### src/rtl/blk_row_packer.sv
// Packs N-pixel beats into 8-pixel block rows (Y/Cr/Cb) and queues them in a
// first-word-fall-through row FIFO, flagging framing errors and dropped rows.
module blk_row_packer #(
    parameter int N     = 2,
    parameter int DEPTH = 16
) (
    input  logic                         clk,
    input  logic                         rst,
    input  logic                         blk_valid,
    input  logic signed [N-1:0][7:0]     blk_data_y,
    input  logic signed [N-1:0][7:0]     blk_data_cr,
    input  logic signed [N-1:0][7:0]     blk_data_cb,
    input  logic                         blk_sob,
    input  logic                         blk_eob,
    input  logic                         blk_sof,
    output logic                         row_valid,
    input  logic                         row_ready,
    output logic signed [7:0][7:0]       row_data_y,
    output logic signed [7:0][7:0]       row_data_cr,
    output logic signed [7:0][7:0]       row_data_cb,
    output logic [2:0]                   row_idx,
    output logic                         row_sob,
    output logic                         row_eob,
    output logic                         row_sof,
    output logic [$clog2(DEPTH):0]       fill,
    output logic                         overflow,
    output logic                         sync_err
);

    localparam int BEATS = 8 / N;
    localparam int EW    = (BEATS > 1) ? $clog2(BEATS) : 1;
    localparam int AW    = $clog2(DEPTH);
    localparam int FW    = AW + 1;
    localparam int ENT_W = 3 * 64 + 3 + 3;

    logic [EW-1:0]          elem_q, elem_d, eff_elem_s;
    logic [2:0]             row_q, row_d, eff_row_s;
    logic signed [7:0][7:0] asm_y_q, asm_y_d, asm_cr_q, asm_cr_d, asm_cb_q, asm_cb_d;
    logic                   pend_sob_q, pend_sob_d, pend_sof_q, pend_sof_d;
    logic                   sync_err_q, sync_err_d;
    logic                   overflow_q, overflow_d;
    logic [AW-1:0]          wr_ptr_q, wr_ptr_d, rd_ptr_q, rd_ptr_d;
    logic [FW-1:0]          fill_q, fill_d;
    logic                   push_s, pop_s, accept_s, last_s;
    logic [ENT_W-1:0]       entry_s, head_s;
    logic [ENT_W-1:0]       mem_q [DEPTH];

    // Beat assembly: counters, lane placement, framing checks and row push.
    always_comb begin
        elem_d     = elem_q;
        row_d      = row_q;
        asm_y_d    = asm_y_q;
        asm_cr_d   = asm_cr_q;
        asm_cb_d   = asm_cb_q;
        pend_sob_d = pend_sob_q;
        pend_sof_d = pend_sof_q;
        sync_err_d = 1'b0;
        push_s     = 1'b0;
        last_s     = 1'b0;
        eff_elem_s = elem_q;
        eff_row_s  = row_q;
        if (blk_valid) begin
            // A start-of-block beat resynchronises; any partial state is abandoned.
            if (blk_sob) begin
                eff_elem_s = {EW{1'b0}};
                eff_row_s  = 3'd0;
                sync_err_d = (elem_q != {EW{1'b0}}) || (row_q != 3'd0);
            end else begin
                eff_elem_s = elem_q;
                eff_row_s  = row_q;
            end
            for (int k = 0; k < N; k++) begin
                asm_y_d[3'(int'(eff_elem_s) * N + k)]  = blk_data_y[k];
                asm_cr_d[3'(int'(eff_elem_s) * N + k)] = blk_data_cr[k];
                asm_cb_d[3'(int'(eff_elem_s) * N + k)] = blk_data_cb[k];
            end
            if (eff_elem_s == {EW{1'b0}}) begin
                pend_sob_d = blk_sob;
                pend_sof_d = blk_sob & blk_sof;
            end else begin
                pend_sob_d = pend_sob_q;
                pend_sof_d = pend_sof_q;
            end
            last_s = (eff_elem_s == EW'(BEATS - 1));
            if (blk_eob != (last_s && (eff_row_s == 3'd7))) begin
                sync_err_d = 1'b1;
            end else begin
                sync_err_d = sync_err_d;
            end
            if (last_s) begin
                push_s = 1'b1;
                elem_d = {EW{1'b0}};
                row_d  = eff_row_s + 3'd1;
            end else begin
                elem_d = eff_elem_s + EW'(1);
                row_d  = eff_row_s;
            end
        end else begin
            push_s = 1'b0;
        end
        entry_s = {asm_y_d, asm_cr_d, asm_cb_d, eff_row_s, pend_sob_d, blk_eob, pend_sof_d};
    end

    // FIFO control: a full FIFO still takes a row when a pop frees the slot.
    always_comb begin
        pop_s      = (fill_q != FW'(0)) && row_ready;
        accept_s   = push_s && ((fill_q < FW'(DEPTH)) || pop_s);
        overflow_d = overflow_q | (push_s & ~accept_s);
        wr_ptr_d   = accept_s ? (wr_ptr_q + AW'(1)) : wr_ptr_q;
        rd_ptr_d   = pop_s ? (rd_ptr_q + AW'(1)) : rd_ptr_q;
        case ({accept_s, pop_s})
            2'b10:   fill_d = fill_q + FW'(1);
            2'b01:   fill_d = fill_q - FW'(1);
            default: fill_d = fill_q;
        endcase
    end

    // Head-of-FIFO presentation, zeroed while empty.
    always_comb begin
        head_s = mem_q[rd_ptr_q];
        if (fill_q != FW'(0)) begin
            {row_data_y, row_data_cr, row_data_cb, row_idx, row_sob, row_eob, row_sof} = head_s;
        end else begin
            {row_data_y, row_data_cr, row_data_cb, row_idx, row_sob, row_eob, row_sof} = {ENT_W{1'b0}};
        end
    end

    // State registers.
    always_ff @(posedge clk or posedge rst) begin
        if (rst) begin
            elem_q     <= {EW{1'b0}};
            row_q      <= 3'd0;
            asm_y_q    <= 64'd0;
            asm_cr_q   <= 64'd0;
            asm_cb_q   <= 64'd0;
            pend_sob_q <= 1'b0;
            pend_sof_q <= 1'b0;
            sync_err_q <= 1'b0;
            overflow_q <= 1'b0;
            wr_ptr_q   <= {AW{1'b0}};
            rd_ptr_q   <= {AW{1'b0}};
            fill_q     <= {FW{1'b0}};
        end else begin
            elem_q     <= elem_d;
            row_q      <= row_d;
            asm_y_q    <= asm_y_d;
            asm_cr_q   <= asm_cr_d;
            asm_cb_q   <= asm_cb_d;
            pend_sob_q <= pend_sob_d;
            pend_sof_q <= pend_sof_d;
            sync_err_q <= sync_err_d;
            overflow_q <= overflow_d;
            wr_ptr_q   <= wr_ptr_d;
            rd_ptr_q   <= rd_ptr_d;
            fill_q     <= fill_d;
        end
    end

    // Row storage; contents are only visible through fill, so no reset needed.
    always_ff @(posedge clk) begin
        if (accept_s) begin
            mem_q[wr_ptr_q] <= entry_s;
        end
    end

    assign row_valid = (fill_q != FW'(0));
    assign fill      = fill_q;
    assign overflow  = overflow_q;
    assign sync_err  = sync_err_q;

endmodule

### config.mk
export PLATFORM = sky130hd
export DESIGN_NAME = blk_row_packer
export DESIGN_NICKNAME = d
export VERILOG_FILES = /design/src/rtl/blk_row_packer.sv
export SDC_FILE = /design/constraint.sdc
export NUM_CORES = 2
export LEC_CHECK = 0
export ABC_CLOCK_PERIOD_IN_PS = 21700
export CELL_PAD_IN_SITES_DETAIL_PLACEMENT = 0
export CELL_PAD_IN_SITES_GLOBAL_PLACEMENT = 1
export CORE_MARGIN = 2
export CORE_UTILIZATION = 25
export CTS_CLUSTER_DIAMETER = 120
export DETAILED_ROUTE_END_ITERATION = 6
export HOLD_SLACK_MARGIN = 0.05
export MAX_ROUTING_LAYER = met4
export PLACE_DENSITY = 0.53
export SLEW_MARGIN = 20
export SYNTH_ARGS = -nofsm -noshare
export SYNTH_HDL_FRONTEND = slang
export SYNTH_SLANG_ARGS = --single-unit
### constraint.sdc
create_clock -name clk -period 21.7 [get_ports clk]
set_input_delay 4.34 -clock clk [delete_from_list [all_inputs] [get_ports clk]]
set_output_delay 4.34 -clock clk [all_outputs]
set_load 0.05 [all_outputs]
---- After elaboration in Yosys (flattened, before gate mapping) ----
Memories as Yosys holds them, arrays and structs flattened.
Cells that the tools add are included.
Widths: inputs -> output; s select.
storage, ports and cells
  memory bits (read-only) ................. 0
  RAM bits ................................ 3168
  flip-flop bits (word level) ............. 214
  latch bits .............................. 0
  memories kept ........................... 1
memory list
  name   words  width  read ports  clocked after memory_dff  write ports  line  source
  mem_q  16     198    1           0                         1            46    logic [ENT_W-1:0] mem_q [DEPTH];
cells by class
  reduce and logical (&&, ||, !) cells .... 12
  order comparisons ....................... 5
  equal/unequal tests ..................... 5
  $mul .................................... 0
  divide/modulo/power cells ............... 0
  multiplexer cells ....................... 39
  shifts and indexed selects .............. 0
  $add $sub $neg .......................... 7
  bitwise logic cells ..................... 4
operators by type and width
  operator             number
  $bwmux 64            6
  $mux 64              6
  $demux 8 s3          1
  $demux 8 s2          1
  $mux 8               2
  $mux 3               5
  $mux 1               14
  $lt 3x5->1 const B   2
  $pmux 5 s2           1
  $add 4x1->4 const B  2
  $add 3x1->3 const B  2
  $ge 3x1->1 const B   2
  $mux 2               3
  $add 5x1->5 const B  1
  $logic_and 1x1->1    5
  $lt 5x5->1 const B   1
  $reduce_bool 5->1    1
  $sub 5x1->5 const B  1
  $eq 2x2->1 const B   2
  $reduce_bool 2->1    2
  $eq 3x3->1 const B   1
  $reduce_bool 3->1    1
  $add 2x1->2 const B  1
  $and 1x1->1          2
  6 further kinds      7

---- Logic depth before layout (Yosys ltp) ----
  word-level depth ........................ 9
  depth in mapped cells ................... 16

---- Worst setup path after synthesis ----
Ideal clock, no wire load.
  path kind ............................... input -> register
  start ................................... input blk_sob
  end ..................................... memory mem_q[1][0] in the netlist's numbering, enable pin
  arrival time ............................ 24.224 ns
  buffers on the path ..................... 2
  setup time .............................. 1.240 ns
  path slack .............................. -3.764 ns
  stages .................................. 9
  cells stage by stage .................... clkbuf_1 -> nand2b_1 -> inv_1 -> ha_1 -> nand2_1 -> nor2b_1 -> clkbuf_1 -> inv_1 -> nor4_1
between the ends
  word-level cells in the longest chain between the ends .. 8
ends and longest elaborated chain
  item                          line  source
  from (decl)                   13    input logic blk_sob,
  $mux 2                        64    if (blk_sob) begin
  $mux 2                        62    if (blk_valid) begin
  $eq 2x2->1                    84    last_s = (eff_elem_s == EW'(BEATS - 1));
  $mux 1                        90    if (last_s) begin
  $mux 1                        62
  $logic_and 1x1->1             107   accept_s = push_s && ((fill_q < FW'(DEPTH)) || pop_s);
  $mux 1                        161   if (accept_s) begin
  $mux 1 (not written as such)  162   mem_q[wr_ptr_q] <= entry_s;
  to (decl)                     46
Every way passes these cells. The select of a mux whose other input is x is not followed.

==> out/metrics.yaml <==
power_and_ir_drop:
  total_power_mw: 21.9
  clockPowerShare: 0.287
  p_leak_nw: 47.5
  switchingPower_mw: 7.57
  powerDensity_mw_per_mm2: 145
  pwr-share-comb: 0.342
  seqPwrFrac: 0.371
  internal_power_mw: 14.3
  switching_share: 0.346
  ir_worst_vdd_mv: 0.117
clock_network:
  clock_path_buffers: 4
  cts_buffers: 359
  cts-root-buf: "clkbuf_16"
  clkTransAtPathRegs_ns: 0.06
  cts.htree.levels: 5
  clkSinkCount: 3382
  cts_setup_buffers: 0
  cts_tree: "built"
  hold_buffers: 0
  clkLatencyLatePin_ns: 0.98
  cts_resized: 0
critical_path:
  crit_end: "row_data_cb[36]"
  rr_startpoint: "elem_q[1]"
  reg2reg_slack_ns: 15.97
  r2r_cells: 10
  cp.required_ns: 17.36
  crit_path_end_kind: "primary output"
  crit_start: "rd_ptr_q[3]"
  cp_num_cells: 7
  max_stage_delay_ns: 1.00
  worst-path-buf-inv: 5
  critical_path_class: "reg2out"
  worst_setup_path_start_kind: "flip-flop"
  reg2reg_to: "mem_q[8][46]"
  path_max_fanout: 49
  crit_family: "buffers and inverters"
  critical-path-slowest-cell: "dfrtp_4"
  path_cells: "buf_4 > buf_4 > buf_4 > buf_4 > mux2i_1 > o22ai_1 > clkdlybuf4s50_1"
  critPathArrivalTime_ns: 7.08
  crit_top_cell: "buf_4"
placed_design:
  hpwl_um: 186000
  post-place-ws_ns: 11.07
  routabilityCongestion: 0.702
  portBuffers: 260
logic_synthesis:
  async_reset_ff_frac: 0.0633
  ys_top_cells_by_area: "edfxtp_1 74%, mux4_2 14%, dfrtp_1 4.2%"
  ys_seq_elements: 3382
  synth_cells: 5371
  synthFlopType: "edfxtp_1"
  synth_common_cells: "3168 x edfxtp_1, 792 x mux4_2, 396 x mux2i_1"
  yosysUniqueCellTypes: 46
  synth_warnings: 0
  synth_area_leader_cell: "edfxtp_1"
  yosysMostFrequentCell: "edfxtp_1"
  synth_fp_nets: 5441
  synth_edf_count: 3168
  ys_seq_area_frac: 0.784
  avgSynthCellArea_um2: 23.9
  synth_top_area_frac: 0.742
  synthesis.area_mm2: 0.128
global_routing:
  grt_max_degree: 153
  grt_pass1_vias: 61800
  grt_usage: 0.138
  antenna_found_initial: 44
  gr-total-overflow: 0
  grt_pass1_wl_um: 497000
sta:
  drv_slew: 0
  fin_ws_ns: 10.28
  min_period_ns: 11.42
  fin_skew_ns: 0.0807
  relSlewSlack: 0.186
  rsz0062_at_grt: "no"
  tightest_slew_ns: 1.22
  max_freq_mhz: 87.6
  hold_viol_final: 0
  setup_viol: 0
  fin_crit_sh: 0.526
  holdWs_ns: 0.539
finish:
  drive_above_1_share: 0.282
  fill_cells: 49500
  num-nets-final: 5905
  syn_to_final_growth_pct: 18.1
floorplan:
  initial_utilization: 0.250
  placementRows: 263
  dieArea_mm2: 0.519
  core_region_area_mm2: 0.512
  die_y_um: 720
  die_w_um: 720
  ios: 261
drt:
  vias: 58500
  vias_per_cell: 4.53
  antenna_left: 0
  wirelength_um: 356000
  routedWlPerCell_um: 27.6
  drtPass1Iterations: 7
  drt_iter0_markers: 4983
  drc: 0
hold_path:
  min_path_cells: 1
  hold_class: "reg2reg"
run:
  maxCapViolations: 0
run_status:
  status: "finished, final reports clean"
per-stage QoR:
step	utilization	std cells	instance area, µm²	TNS [ns]
finish	0.296	12900	151000	0
global placement	0.272	12200	139000	0
floorplan	-	5371	128000	-2980.07
global route	0.296	12900	151000	0
detailed placement	0.272	12200	139000	0
CTS	0.296	12900	151000	0
flip-flops by register name, indices dropped and copies added, names as in the netlist:
register,flops
asm_cb_q,64
asm_cr_q,64
asm_y_q,64
elem_q,2
fill,5
mem_q,3168
overflow,1
pend_sob_q,1
pend_sof_q,1
rd_ptr_q,4
row_q,3
sync_err,1
wr_ptr_q,4
power groups by stage:
stage	clock, mW	sequential [mW]	combinational [mW]
6_report	6.29	8.12	7.48
5_1_grt	6.68	8.15	7.99
4_1_cts	6.44	8.13	7.75
3_5_place_dp	0	8.27	7.74
3_3_place_gp	0	8.26	7.66
2_1_floorplan	0	8.20	4.98
logic make-up after synthesis:
family,share of synthesized area
xor gates and xnor gates,0.000888
and+or+nand+nor,0.00256
adders and majority gates,0.00146
DFF,0.784
AOI/OAI and AO/OA,0.0131
muxes,0.187
buffers and inverters,0.0107
cell usage in the layout (no fill, tap or decap), types with 4 or more instances in the layout:
cell             instances
and2_4                   8
buf_12                  14
buf_4                  113
buf_6                    5
bufinv_16               33
clkbuf_1               118
clkbuf_16              363
clkbuf_8                45
clkdlybuf4s50_1        258
clkinv_1                28
clkinv_16                8
clkinv_2                48
clkinv_4                 5
clkinvlp_4               4
dfrtp_1                211
diode_2                 17
edfxtp_1              3168
ha_1                    15
inv_1                    9
inv_16                  11
inv_6                    5
mux2_2                 197
mux2i_1                392
mux2i_2                  4
mux4_2                 792
nand2_1                  9
nor2_4                   5
nor2b_1                  6
nor4_2                   4
o21ai_0                  7
o22ai_1                147
o22ai_2                 51
xnor2_1                  6
xor2_1                   7
how the worst min path moves through the flow:
stage          startpoint         to  slack (ns)
3_3_place_gp     row_q[2]   row_q[2]        0.52
6_report         row_q[2]   row_q[2]        0.54
4_1_cts          row_q[2]   row_q[2]        0.54
5_1_grt         elem_q[1]  elem_q[1]        0.57
2_1_floorplan    row_q[2]   row_q[2]        0.48
3_5_place_dp     row_q[2]   row_q[2]        0.53
worst reg2reg max path: stages (launching register included):
cell	delay, ns
dfrtp_1	0.36
nand2b_1	0.15
inv_1	0.18
ha_1	0.29
nand2_1	0.28
nor2b_1	0.55
inv_1	0.42
nor3b_1	0.50
and2_4	0.86
buf_12	0.50
buf_4	1.23
layout make-up:
type                       instances  area, µm²  area share
sequential                      3382     100000       0.664
multi-input combinational       1688      26500       0.175
clock buffer                     526      10100      0.0670
tap                             6757       8450      0.0558
timing repair buffer             394       3830      0.0253
clock inverter                   145       1960      0.0130
inverter                          10       45.0    0.000297
antenna                           17       42.5    0.000281
routing by layer:
metal | part of all wire | routed length (µm) | vias up | GRT usage
li1 | - | - | 23900 | -
met1 | 0.43 | 153000 | 32700 | 0.180
met2 | 0.51 | 181000 | 1444 | 0.234
met3 | 0.044 | 15600 | 444 | 0.0168
met4 | 0.019 | 6770 | 0 | 0.0269
met5 | 0 | 0 | - | -
Power figures use the tool's default switching activity.
